### config.mk
export PLATFORM = sky130hd
export DESIGN_NAME = fma_issue_ctrl_flat
export DESIGN_NICKNAME = d
export VERILOG_FILES = /design/src/rtl/fma_issue_ctrl_pkg.sv /design/src/rtl/fma_issue_ctrl_if.sv /design/src/rtl/fma_res_fifo.sv /design/src/rtl/fma_issue_ctrl.sv /design/src/flat_wrapper.sv
export SDC_FILE = /design/constraint.sdc
export NUM_CORES = 1
export LEC_CHECK = 0
export CAP_MARGIN = 10
export CORE_ASPECT_RATIO = 0.75
export CORE_UTILIZATION = 40
export CTS_CLUSTER_DIAMETER = 100
export DETAILED_ROUTE_END_ITERATION = 10
export MAX_ROUTING_LAYER = met4
export SETUP_SLACK_MARGIN = 0.4
export SLEW_MARGIN = 10
export SYNTH_ARGS = -nofsm -noshare
export SYNTH_HDL_FRONTEND = slang
export SYNTH_HIERARCHICAL = 1
export SYNTH_SLANG_ARGS = --single-unit
### constraint.sdc
create_clock -name clk -period 6.69 [get_ports clk]
set_clock_uncertainty 0.15 [all_clocks]
set_input_delay 1.0035 -clock clk [delete_from_list [all_inputs] [get_ports clk]]
set_output_delay 1.0035 -clock clk [all_outputs]
set_load 0.01 [all_outputs]
### src/rtl/fma_issue_ctrl_pkg.sv
// ---------------------------------------------------------------------------
// fma_issue_ctrl_pkg
// Shared definitions for the posit FMA issue controller:
//   - precision mode codes used on in_pre / out_pre
//   - issue FSM state encoding (exported on the debug port)
//   - default parameter values and the data word width
// ---------------------------------------------------------------------------
package fma_issue_ctrl_pkg;

  localparam int WORD_W       = 32;
  localparam int DEF_CORE_LAT = 7;
  localparam int DEF_DEPTH    = 8;
  localparam int DEF_TAG_W    = 4;

  typedef enum logic [1:0] {
    PRE_P32   = 2'd0,
    PRE_P16X2 = 2'd1,
    PRE_P8X4  = 2'd2
  } pre_e;

  typedef enum logic [1:0] {
    IDLE  = 2'd0,
    ISSUE = 2'd1,
    DRAIN = 2'd2
  } state_e;

endpackage

### src/rtl/fma_issue_ctrl_if.sv
// ---------------------------------------------------------------------------
// fma_issue_ctrl_if
// Bundles the three streams around the issue controller:
//   in_*   : operand quad stream from the host (valid/ready)
//   core_* : issue bus to the FMA core plus its result strobe
//   res_*  : result stream back to the host (valid/ready), plus sticky err
// Modports:
//   master : the issue controller
//   slave  : the environment (host datapath and FMA core)
//
// Handshake rule for both in_* and res_* streams: a transfer happens on a
// rising clk edge where valid and ready are both high. The controller's
// in_ready may depend combinationally on in_in_pre and its own state; the
// result stream's res_valid depends only on registered state.
// ---------------------------------------------------------------------------
interface fma_issue_ctrl_if #(
  parameter int TAG_W = 4
);
  import fma_issue_ctrl_pkg::*;

  logic              in_valid;
  logic              in_ready;
  logic [WORD_W-1:0] in_a;
  logic [WORD_W-1:0] in_b;
  logic [WORD_W-1:0] in_c;
  logic [WORD_W-1:0] in_d;
  logic [1:0]        in_in_pre;
  logic [1:0]        in_out_pre;
  logic [TAG_W-1:0]  in_tag;

  logic              core_start;
  logic [WORD_W-1:0] core_a;
  logic [WORD_W-1:0] core_b;
  logic [WORD_W-1:0] core_c;
  logic [WORD_W-1:0] core_d;
  logic [1:0]        core_in_pre;
  logic [1:0]        core_out_pre;
  logic [WORD_W-1:0] core_out;
  logic              core_soe;

  logic              res_valid;
  logic              res_ready;
  logic [WORD_W-1:0] res_data;
  logic [TAG_W-1:0]  res_tag;
  logic              err;

  modport master (
    input  in_valid, in_a, in_b, in_c, in_d, in_in_pre, in_out_pre, in_tag,
    output in_ready,
    output core_start, core_a, core_b, core_c, core_d, core_in_pre, core_out_pre,
    input  core_out, core_soe,
    output res_valid, res_data, res_tag, err,
    input  res_ready
  );

  modport slave (
    output in_valid, in_a, in_b, in_c, in_d, in_in_pre, in_out_pre, in_tag,
    input  in_ready,
    input  core_start, core_a, core_b, core_c, core_d, core_in_pre, core_out_pre,
    output core_out, core_soe,
    input  res_valid, res_data, res_tag, err,
    output res_ready
  );

endinterface

### src/rtl/fma_res_fifo.sv
// ---------------------------------------------------------------------------
// fma_res_fifo
// Show-ahead result FIFO, DEPTH entries of W bits.
// Ports:
//   clk, rst_n : clock, asynchronous active-low reset
//   i_push     : write i_data this cycle
//   i_data     : entry to write
//   i_pop      : consume the head entry (ignored when empty)
//   o_data     : head entry, forced to zero while empty
//   o_valid    : FIFO not empty
//   o_count    : current occupancy (0..DEPTH)
// Push and pop may happen together at any occupancy, including full.
// DEPTH must be a power of two >= 2 so the pointers wrap naturally.
// ---------------------------------------------------------------------------
module fma_res_fifo #(
  parameter int  DEPTH = 8,
  parameter int  W     = 36,
  localparam int AW    = $clog2(DEPTH),
  localparam int CW    = $clog2(DEPTH + 1)
) (
  input  logic          clk,
  input  logic          rst_n,
  input  logic          i_push,
  input  logic [W-1:0]  i_data,
  input  logic          i_pop,
  output logic [W-1:0]  o_data,
  output logic          o_valid,
  output logic [CW-1:0] o_count
);

  logic [W-1:0]  r_mem [DEPTH];
  logic [AW-1:0] r_wr_ptr;
  logic [AW-1:0] r_rd_ptr;
  logic [CW-1:0] r_count;
  logic          w_full;
  logic          w_push;
  logic          w_pop;

  assign w_full  = (r_count == CW'(DEPTH));
  assign o_valid = (r_count != '0);
  assign w_pop   = i_pop & o_valid;
  // A write into a full FIFO is only legal when the head leaves in the same cycle.
  assign w_push  = i_push & (~w_full | w_pop);

  assign o_data  = o_valid ? r_mem[r_rd_ptr] : '0;
  assign o_count = r_count;

  always_ff @(posedge clk) begin
    if (w_push) begin
      r_mem[r_wr_ptr] <= i_data;
    end
  end

  always_ff @(posedge clk or negedge rst_n) begin
    if (!rst_n) begin
      r_wr_ptr <= '0;
      r_rd_ptr <= '0;
      r_count  <= '0;
    end else begin
      if (w_push) r_wr_ptr <= r_wr_ptr + AW'(1);
      if (w_pop)  r_rd_ptr <= r_rd_ptr + AW'(1);
      r_count <= r_count + CW'(w_push) - CW'(w_pop);
    end
  end

  // The upstream credit scheme guarantees this never happens.
  a_no_overflow: assert property (@(posedge clk) disable iff (!rst_n)
    !(i_push && w_full && !i_pop));

endmodule

### src/rtl/fma_issue_ctrl.sv
// ---------------------------------------------------------------------------
// fma_issue_ctrl
// Issue controller for the posit FMA core (out = A*B + C*D).
// Accepts operand quads on bus.in_*, registers them onto bus.core_* with a
// one-cycle core_start strobe, follows each op through a CORE_LAT-deep tag
// pipe and captures the core's out/soe into a result FIFO on bus.res_*.
// Ports:
//   clk, rst_n       : clock, asynchronous active-low reset
//   bus (master)     : in_* / core_* / res_* streams and sticky err
//   o_dbg_state      : issue FSM state
//   o_dbg_in_flight  : ops issued to the core and not yet retired
// Credit: the core cannot stall, so an op is only issued while
// in_flight + capture register + FIFO occupancy < DEPTH; every issued op
// therefore always has a FIFO slot waiting for it.
// Precision changes are only issued into an empty core (DRAIN state).
// ---------------------------------------------------------------------------
module fma_issue_ctrl
  import fma_issue_ctrl_pkg::*;
#(
  parameter int  CORE_LAT = DEF_CORE_LAT,
  parameter int  DEPTH    = DEF_DEPTH,
  parameter int  TAG_W    = DEF_TAG_W,
  localparam int CNT_W    = $clog2(DEPTH + 1)
) (
  input  logic             clk,
  input  logic             rst_n,
  fma_issue_ctrl_if.master bus,
  output state_e           o_dbg_state,
  output logic [CNT_W-1:0] o_dbg_in_flight
);

  localparam int LAST = CORE_LAT - 1;
  localparam int UW   = CNT_W + 1;
  localparam int EW   = WORD_W + TAG_W;

  state_e            r_state;
  state_e            w_state_nxt;
  logic [CNT_W-1:0]  r_in_flight;
  logic [1:0]        r_cur_pre;

  logic              r_core_start;
  logic [WORD_W-1:0] r_core_a;
  logic [WORD_W-1:0] r_core_b;
  logic [WORD_W-1:0] r_core_c;
  logic [WORD_W-1:0] r_core_d;
  logic [1:0]        r_core_in_pre;
  logic [1:0]        r_core_out_pre;
  logic [TAG_W-1:0]  r_core_tag;

  logic [CORE_LAT-1:0] r_due;
  logic [TAG_W-1:0]    r_ptag [CORE_LAT];

  logic              r_cap_valid;
  logic [WORD_W-1:0] r_cap_data;
  logic [TAG_W-1:0]  r_cap_tag;
  logic              r_err;

  logic              w_in_ready;
  logic              w_accept;
  logic              w_retire;
  logic              w_capture;
  logic              w_credit_ok;
  logic              w_pre_same;
  logic              w_none_in_flight;
  logic [UW-1:0]     w_used;
  logic [CNT_W-1:0]  w_fifo_count;
  logic [EW-1:0]     w_fifo_dout;
  logic              w_fifo_valid;
  logic              w_pop;

  // ---------------- credit and FSM ----------------
  // The capture register holds an op that has left the core but not yet
  // reached the FIFO; it still owns a slot.
  assign w_used           = UW'(r_in_flight) + UW'(r_cap_valid) + UW'(w_fifo_count);
  assign w_credit_ok      = (w_used < UW'(DEPTH));
  assign w_pre_same       = (bus.in_in_pre == r_cur_pre);
  assign w_none_in_flight = (r_in_flight == '0);
  assign w_accept         = bus.in_valid & w_in_ready;

  always_comb begin
    w_state_nxt = r_state;
    w_in_ready  = 1'b0;
    case (r_state)
      IDLE: begin
        if (bus.in_valid) w_state_nxt = ISSUE;
      end
      ISSUE: begin
        w_in_ready = w_credit_ok & (w_pre_same | w_none_in_flight);
        if (bus.in_valid & w_credit_ok & ~w_pre_same & ~w_none_in_flight) begin
          w_state_nxt = DRAIN;
        end else if (~bus.in_valid & w_none_in_flight) begin
          w_state_nxt = IDLE;
        end
      end
      DRAIN: begin
        if (w_none_in_flight) w_state_nxt = ISSUE;
      end
      default: w_state_nxt = IDLE;
    endcase
  end

  always_ff @(posedge clk or negedge rst_n) begin
    if (!rst_n) begin
      r_state <= IDLE;
    end else begin
      r_state <= w_state_nxt;
    end
  end

  // ---------------- issue registers ----------------
  always_ff @(posedge clk or negedge rst_n) begin
    if (!rst_n) begin
      r_core_start   <= 1'b0;
      r_core_a       <= '0;
      r_core_b       <= '0;
      r_core_c       <= '0;
      r_core_d       <= '0;
      r_core_in_pre  <= '0;
      r_core_out_pre <= '0;
      r_core_tag     <= '0;
      r_cur_pre      <= PRE_P32;
    end else begin
      r_core_start <= w_accept;
      if (w_accept) begin
        r_core_a       <= bus.in_a;
        r_core_b       <= bus.in_b;
        r_core_c       <= bus.in_c;
        r_core_d       <= bus.in_d;
        r_core_in_pre  <= bus.in_in_pre;
        r_core_out_pre <= bus.in_out_pre;
        r_core_tag     <= bus.in_tag;
        r_cur_pre      <= bus.in_in_pre;
      end
    end
  end

  // ---------------- tag pipe, retire, capture ----------------
  // Stage 0 samples the strobe as the core does, so r_due[LAST] lines up
  // with the cycle in which the core must present soe for that op.
  assign w_retire  = r_due[LAST];
  assign w_capture = r_due[LAST] & bus.core_soe;

  always_ff @(posedge clk or negedge rst_n) begin
    if (!rst_n) begin
      r_due <= '0;
      for (int i = 0; i < CORE_LAT; i++) r_ptag[i] <= '0;
    end else begin
      r_due     <= {r_due[CORE_LAT-2:0], r_core_start};
      r_ptag[0] <= r_core_tag;
      for (int i = 1; i < CORE_LAT; i++) r_ptag[i] <= r_ptag[i-1];
    end
  end

  // A due op without soe is lost but still leaves the in-flight count.
  always_ff @(posedge clk or negedge rst_n) begin
    if (!rst_n) begin
      r_in_flight <= '0;
      r_cap_valid <= 1'b0;
      r_cap_data  <= '0;
      r_cap_tag   <= '0;
      r_err       <= 1'b0;
    end else begin
      r_in_flight <= r_in_flight + CNT_W'(w_accept) - CNT_W'(w_retire);
      r_cap_valid <= w_capture;
      if (w_capture) begin
        r_cap_data <= bus.core_out;
        r_cap_tag  <= r_ptag[LAST];
      end
      if (r_due[LAST] ^ bus.core_soe) r_err <= 1'b1;
    end
  end

  // ---------------- result FIFO ----------------
  assign w_pop = w_fifo_valid & bus.res_ready;

  fma_res_fifo #(
    .DEPTH (DEPTH),
    .W     (EW)
  ) u_res_fifo (
    .clk     (clk),
    .rst_n   (rst_n),
    .i_push  (r_cap_valid),
    .i_data  ({r_cap_data, r_cap_tag}),
    .i_pop   (w_pop),
    .o_data  (w_fifo_dout),
    .o_valid (w_fifo_valid),
    .o_count (w_fifo_count)
  );

  // ---------------- outputs ----------------
  assign bus.in_ready     = w_in_ready;
  assign bus.core_start   = r_core_start;
  assign bus.core_a       = r_core_a;
  assign bus.core_b       = r_core_b;
  assign bus.core_c       = r_core_c;
  assign bus.core_d       = r_core_d;
  assign bus.core_in_pre  = r_core_in_pre;
  assign bus.core_out_pre = r_core_out_pre;
  assign bus.res_valid    = w_fifo_valid;
  assign bus.res_data     = w_fifo_dout[EW-1:TAG_W];
  assign bus.res_tag      = w_fifo_dout[TAG_W-1:0];
  assign bus.err          = r_err;

  assign o_dbg_state     = r_state;
  assign o_dbg_in_flight = r_in_flight;

endmodule

### src/flat_wrapper.sv
// flat-port wrapper written by rule: the top's interface ports become plain ports
module fma_issue_ctrl_flat import fma_issue_ctrl_pkg::*;
#(
  parameter int  CORE_LAT = DEF_CORE_LAT,
  parameter int  DEPTH    = DEF_DEPTH,
  parameter int  TAG_W    = DEF_TAG_W,
  localparam int CNT_W    = $clog2(DEPTH + 1)
)
  (clk, rst_n, o_dbg_state, o_dbg_in_flight, bus_in_valid, bus_in_a, bus_in_b, bus_in_c, bus_in_d, bus_in_in_pre, bus_in_out_pre, bus_in_tag, bus_in_ready, bus_core_start, bus_core_a, bus_core_b, bus_core_c, bus_core_d, bus_core_in_pre, bus_core_out_pre, bus_core_out, bus_core_soe, bus_res_valid, bus_res_data, bus_res_tag, bus_err, bus_res_ready);
  fma_issue_ctrl_if #(.TAG_W(TAG_W)) bus_i ();
  input  logic clk;
  input  logic rst_n;
  output state_e o_dbg_state;
  output logic [CNT_W-1:0] o_dbg_in_flight;
  input wire logic [$bits(bus_i.in_valid)-1:0] bus_in_valid;
  input wire logic [$bits(bus_i.in_a)-1:0] bus_in_a;
  input wire logic [$bits(bus_i.in_b)-1:0] bus_in_b;
  input wire logic [$bits(bus_i.in_c)-1:0] bus_in_c;
  input wire logic [$bits(bus_i.in_d)-1:0] bus_in_d;
  input wire logic [$bits(bus_i.in_in_pre)-1:0] bus_in_in_pre;
  input wire logic [$bits(bus_i.in_out_pre)-1:0] bus_in_out_pre;
  input wire logic [$bits(bus_i.in_tag)-1:0] bus_in_tag;
  output wire logic [$bits(bus_i.in_ready)-1:0] bus_in_ready;
  output wire logic [$bits(bus_i.core_start)-1:0] bus_core_start;
  output wire logic [$bits(bus_i.core_a)-1:0] bus_core_a;
  output wire logic [$bits(bus_i.core_b)-1:0] bus_core_b;
  output wire logic [$bits(bus_i.core_c)-1:0] bus_core_c;
  output wire logic [$bits(bus_i.core_d)-1:0] bus_core_d;
  output wire logic [$bits(bus_i.core_in_pre)-1:0] bus_core_in_pre;
  output wire logic [$bits(bus_i.core_out_pre)-1:0] bus_core_out_pre;
  input wire logic [$bits(bus_i.core_out)-1:0] bus_core_out;
  input wire logic [$bits(bus_i.core_soe)-1:0] bus_core_soe;
  output wire logic [$bits(bus_i.res_valid)-1:0] bus_res_valid;
  output wire logic [$bits(bus_i.res_data)-1:0] bus_res_data;
  output wire logic [$bits(bus_i.res_tag)-1:0] bus_res_tag;
  output wire logic [$bits(bus_i.err)-1:0] bus_err;
  input wire logic [$bits(bus_i.res_ready)-1:0] bus_res_ready;
  assign bus_i.in_valid = bus_in_valid;
  assign bus_i.in_a = bus_in_a;
  assign bus_i.in_b = bus_in_b;
  assign bus_i.in_c = bus_in_c;
  assign bus_i.in_d = bus_in_d;
  assign bus_i.in_in_pre = bus_in_in_pre;
  assign bus_i.in_out_pre = bus_in_out_pre;
  assign bus_i.in_tag = bus_in_tag;
  assign bus_in_ready = bus_i.in_ready;
  assign bus_core_start = bus_i.core_start;
  assign bus_core_a = bus_i.core_a;
  assign bus_core_b = bus_i.core_b;
  assign bus_core_c = bus_i.core_c;
  assign bus_core_d = bus_i.core_d;
  assign bus_core_in_pre = bus_i.core_in_pre;
  assign bus_core_out_pre = bus_i.core_out_pre;
  assign bus_i.core_out = bus_core_out;
  assign bus_i.core_soe = bus_core_soe;
  assign bus_res_valid = bus_i.res_valid;
  assign bus_res_data = bus_i.res_data;
  assign bus_res_tag = bus_i.res_tag;
  assign bus_err = bus_i.err;
  assign bus_i.res_ready = bus_res_ready;
  fma_issue_ctrl #(.CORE_LAT(CORE_LAT), .DEPTH(DEPTH), .TAG_W(TAG_W)) u_core (.clk(clk), .rst_n(rst_n), .bus(bus_i), .o_dbg_state(o_dbg_state), .o_dbg_in_flight(o_dbg_in_flight));
endmodule
-- After elaboration in Yosys (flattened, before gate mapping)
Memory sizes are Yosys's and may differ from the RTL's.
Index checks and enable logic that the tools add are counted.
- bitwise operators: 17
- add/subtract/negate cells: 8
- reduce and logical (&&, ||, !) cells: 4
- equality and inequality tests: 7
- multiplexer cells: 9
- magnitude comparators: 1
- operator list (operator ; number):
    36-bit 2-to-1 mux ; 1
    1-bit AND ; 10
    4-bit by 1-bit adder with 4-bit output ; 2
    2-bit 2-to-1 mux ; 4
    4-bit by 1-bit subtractor with 4-bit output ; 2
    3-bit by 1-bit adder with 3-bit output (second input constant) ; 2
    2-bit one-hot mux with 3 select lines ; 1
    4-bit by 1-bit adder with 5-bit output ; 1
    5-bit by 4-bit adder with 5-bit output ; 1
    5-bit by 4-bit < comparator with 1-bit output (second input constant) ; 1
    4-bit equality test (second input constant) ; 1
    4-bit logical NOT ; 1
    1-bit inverter ; 4
    4-bit nonzero test ; 1
    1-bit 2-to-1 mux ; 3
    3-bit by 1-bit inequality test with 1-bit output (second input constant) ; 1
    3-bit AND reduction ; 1
    2-bit by 1-bit equality test with 1-bit output (second input constant) ; 1
    2-bit equality test ; 1
    2-bit equality test (second input constant) ; 1
    2-bit logical NOT ; 1
    2-bit by 1-bit inequality test with 1-bit output (second input constant) ; 1
    2-bit inequality test (second input constant) ; 1
    1-bit OR ; 2
    1-bit bitwise XOR ; 1
- memory bits (writable): 288
- logic and storage cells: 72
- input port bits: 173
- memories kept: 1
- bits in registers: 226
- memory list (name ; depth ; width ; read ports ; clocked after memory_dff ; write ports ; line ; source):
    u_core.u_res_fifo.r_mem ; 8 ; 36 ; 1 ; 0 ; 1 ; fma_res_fifo.sv:31 ; logic [W-1:0] r_mem [DEPTH];

-- Depth between registers and ports, before layout
- word-level depth: 8
- gate-level depth with buffers: 13
- mapped depth without buffers: 12

-- Cells and area by module
Netlist, hierarchy kept.
- by module, submodules not included (module ; cells an instance ; seq. area each (um2) ; times used ; area each (um2)):
    fma_res_fifo ; 479 ; 8898.5 ; 1 ; 11378.4
    fma_issue_ctrl ; 451 ; 5405.2 ; 1 ; 8365.5

-- Worst setup path before layout
OpenSTA, ideal clock, no wires.
- path type: input to register
- start point: in bus_res_ready
- end point: mem u_core.u_res_fifo.r_mem[0][0] (enable)
- stages on the path: 4
- data arrival time: 4.974 ns
- required time: 6.021 ns
- path slack: 1.047 ns
- path buffers: 0
- cell sequence: and2_1 > nor2b_1 > o31ai_4 > nor4_1
- word-level cells in the longest chain between the ends: 6
- RTL lines (what ; line ; source):
    start, declared ; flat_wrapper.sv:37 ; input wire logic [$bits(bus_i.res_ready)-1:0] bus_res_ready;
    1-bit AND ; fma_issue_ctrl.sv:174 ; assign w_pop = w_fifo_valid & bus.res_ready;
    1-bit AND ; fma_res_fifo.sv:41 ; assign w_pop = i_pop & o_valid;
    1-bit OR ; fma_res_fifo.sv:43 ; assign w_push = i_push & (~w_full | w_pop);
    1-bit AND ; fma_res_fifo.sv:43 ;
    1-bit 2-to-1 mux ; fma_res_fifo.sv:49 ; if (w_push) begin
    1-bit 2-to-1 mux (not written as such) ; fma_res_fifo.sv:50 ; r_mem[r_wr_ptr] <= i_data;
    end, declared ; fma_res_fifo.sv:31 ;
Every way passes these cells.

-- Worst setup path after layout
- start point: reg u_core.u_res_fifo.r_rd_ptr[0]
- end point: out bus_res_data[30]
- word-level cells in the longest chain between the ends: 2
- RTL lines (what ; line ; source):
    start, declared ; fma_res_fifo.sv:33 ; logic [AW-1:0] r_rd_ptr;
    start signal, assigned ; fma_res_fifo.sv:61 ; if (w_pop) r_rd_ptr <= r_rd_ptr + AW'(1);
    memory 8 x 36 bit ; - ;
    36-bit 2-to-1 mux ; fma_res_fifo.sv:45 ; assign o_data = o_valid ? r_mem[r_rd_ptr] : '0;
    end, declared ; flat_wrapper.sv:34 ; output wire logic [$bits(bus_i.res_data)-1:0] bus_res_data;
Every way passes these cells.

==> results.sh <==
export IMPL_outcome="finished, final reports clean"
export IMPL_die_w_um=259
export IMPL_synth_seq_cells=514
export IMPL_io_buffers=350
export IMPL_ys_warn_count=6
export IMPL_cts_made_buffers=51
export IMPL_wire_per_inst_um=21.6
export IMPL_fmax_mhz=223
export IMPL_synth_top_area_share_pct=43.8
export IMPL_cts_tree="done"
export IMPL_met2_usage_pct=27.2
export IMPL_syn_area_um2=19700
export IMPL_path_class="register to output port"
export IMPL_worstSkewPairLatency_ps=580
export IMPL_timing_critical_path_from="u_core/u_res_fifo/r_rd_ptr[0]"
export IMPL_core_area_um2=48700
export IMPL_avgSynthCellArea_um2=21.2
export IMPL_synth_area_top_cells="edfxtp_1, dfrtp_1, mux4_2"
export IMPL_slew_headroom_pct=21.0
export IMPL_clk_pin_slew_ps=60
export IMPL_place_ws_ps=2510
export IMPL_antenna_found_initial=0
export IMPL_synthCells=930
export IMPL_drive_gt1_share_pct=25.8
export IMPL_finalNetCount=1498
export IMPL_hpwl_um=25700
export IMPL_initial_utilization_pct=40.5
export IMPL_cap_violations=0
export IMPL_io_pins=351
export IMPL_tns_ps=0
export IMPL_first_global_vias=10600
export IMPL_ys_dominant_reg_cell="edfxtp_1"
export IMPL_ff2ff_path_depth=9
export IMPL_drtIter0Drc=453
export IMPL_areaGrowthSynthToFinish_pct=29.4
export IMPL_busiest_layer="met2"
export IMPL_worst_pin_slew_ps=1180
export IMPL_cts_setup_buffers=0
export IMPL_finalSetupViolCount=0
export IMPL_hold_viol=0
export IMPL_grt_pass1_wl_um=65200
export IMPL_syn_nets=1122
export IMPL_cts_resized=0
export IMPL_p_per_area_nw_per_um2=456
export IMPL_vias_per_cell=4.91
export IMPL_critPathArrivalTime_ps=3330
export IMPL_crit_fanout=34
export IMPL_row_count=70
export IMPL_min_from="u_core/r_ptag[16]"
export IMPL_holdCritPathClass="register to register"
export IMPL_fin_crit_sh_pct=67.0
export IMPL_synth_most_common_cell="edfxtp_1"
export IMPL_clock_root_buffer="clkbuf_16"
export IMPL_synthTopCellsByCount="edfxtp_1, dfrtp_1, mux2_4, mux4_2, mux2_2"
export IMPL_cts_buffer_depth=3
export IMPL_met1_usage_pct=23.8
export IMPL_grt_overflow=0
export IMPL_grt_max_degree=138
export IMPL_worstHoldEndpoint="u_core/r_ptag[12]"
export IMPL_wirelength_um=43200
export IMPL_fin_crit_ps=4480
export IMPL_place_gp_congestion=0.738
export IMPL_drtPass1Iterations=4
export IMPL_groute_usage_overall_pct=17.9
export IMPL_ir_drop_v=0.000289
export IMPL_fin_area_um2=25600
export IMPL_rsz0062_at_grt="false"
export IMPL_seq_area_frac_synth_pct=72.4
export IMPL_slew_viol_final=0
export IMPL_dieArea_um2=50300
export IMPL_use_met3_pct=4.85
export IMPL_r2r_start="u_core/u_res_fifo/o_count[2]"
export IMPL_setup_ws_ps=2210
export IMPL_synth_edff_count=288
export IMPL_synth_top_area_cell="edfxtp_1"
export IMPL_total_leakage_power_uw=0.00972
export IMPL_h_tree_depth=2
export IMPL_dpl_cell_area_um2=23800
export IMPL_num_antenna_cells=0
export IMPL_via_count=9801
export IMPL_async_flop_share_pct=44.0
export IMPL_worstSetupStartpointType="register"
export IMPL_yosysUniqueCellTypes=43
export IMPL_whs_path_depth=0
export IMPL_crit_required_ps=5540
export IMPL_cts_hold_buf=0
export IMPL_r2r_slack_ps=3100
export IMPL_antenna_left=0
export IMPL_dieHeight_um=194
export IMPL_drc_errors=0
export IMPL_critical_path_max_stage_delay_ps=880
export IMPL_cts_sinks=514
export IMPL_p_total_uw=11700
export IMPL_path_cells="buf_4 -> mux4_2 -> a22o_1 -> clkdlybuf4s50_1"
export IMPL_end_kind="output port"
export IMPL_timing_rr_end="u_core/u_res_fifo/r_mem[1][7]"
export IMPL_cp_slowest_cell="dfrtp_4"
[flip-flops by register name, indices dropped and copies added, names as in the netlist]
register / count
u_core/u_res_fifo/r_rd_ptr: 3
u_core/bus.core_d: 32
u_core/u_res_fifo/r_mem: 288
u_core/bus.core_a: 32
u_core/r_due: 7
u_core/r_cap_data: 32
u_core/bus.core_start: 1
u_core/bus.core_in_pre: 2
u_core/bus.err: 1
u_core/o_dbg_in_flight: 4
u_core/u_res_fifo/r_wr_ptr: 3
u_core/bus.core_b: 32
u_core/bus.core_out_pre: 2
u_core/o_dbg_state: 2
u_core/r_cap_valid: 1
u_core/bus.core_c: 32
u_core/u_res_fifo/o_count: 4
u_core/r_core_tag: 4
u_core/r_cap_tag: 4
u_core/r_ptag: 28
[metal layers]
metal / vias up / share of wire, %
met5: - / 0
met4: 0 / 1.9
met3: 64 / 7.6
met2: 313 / 47
met1: 5045 / 43
li1: 4379 / -
[logic make-up after synthesis]
| kind of cell | count (synthesis) | synth area share (%) |
|---|---|---|
| DFF | 514 | 72.4 |
| muxes | 247 | 20.1 |
| buffers and inverters | 58 | 2.52 |
| AOI/OAI and AO/OA | 52 | 2.21 |
| and+or+nand+nor | 30 | 1.01 |
| adders and majority gates | 19 | 1.28 |
| xor gates and xnor gates | 10 | 0.444 |
[cells in the final DEF (no fill, tap or decap), drive strengths merged, types with 3 or more instances in the layout]
cell	netlist	layout
a21oi	4	4
a22o	37	37
buf	39	18
bufinv	0	3
clkbuf	5	71
clkdlybuf4s50	0	349
clkinv	0	20
dfrtp	226	226
edfxtp	288	288
ha	17	17
inv	14	15
mux2	174	174
mux4	72	72
nand2	3	3
nor2	5	5
nor2b	3	3
nor3	5	5
o21ai	3	3
or2	3	3
xnor2	8	8
[critical path: cells and delay by family, from the launching register on]
family | cells | cell delay (ps)
compound gates | 1 | 270
mux | 1 | 560
flops | 1 | 880
buf+inv | 2 | 1020
[power breakdown]
part	internal, µW	switching (µW)	leakage (µW)	total, µW
sequential	4280	727	0.00546	5010
clock	1700	1190	0.000861	2880
combinational	2360	1400	0.00341	3760
total	8340	3320	0.00972	11700
[layout make-up]
cell class / instances / area, µm²
Inverter: 14 / 52.6
Multi-Input combinational cell: 358 / 5000
Timing Repair Buffer: 367 / 3660
Sequential cell: 514 / 14300
Fill cell: 3920 / 23100
Clock buffer: 71 / 1520
Clock inverter: 24 / 199
Tap cell: 648 / 811
[per-stage QoR]
step	utilization [%]	hold slack, ps	instances
final	52.5	188	1996
after CTS	52.5	192	1996
after global routing	52.5	200	1996
after global placement	49.0	183	1901
after floorplan	-	181	930
after detailed placement	49.0	185	1901
[worst max path at each step]
| stage | end | slack [ps] | cells after the start |
|---|---|---|---|
| floorplan | u_core/u_res_fifo/r_mem[0][0] | 1050 | 4 |
| global placement | u_core/u_res_fifo/r_mem[1][3] | 2550 | 7 |
| detailed placement | u_core/u_res_fifo/r_mem[1][5] | 2510 | 7 |
| CTS | bus_res_data[30] | 2020 | 4 |
| global route | bus_res_data[30] | 1970 | 4 |
| finish | bus_res_data[30] | 2210 | 4 |
(Power assumes the default switching activity.)
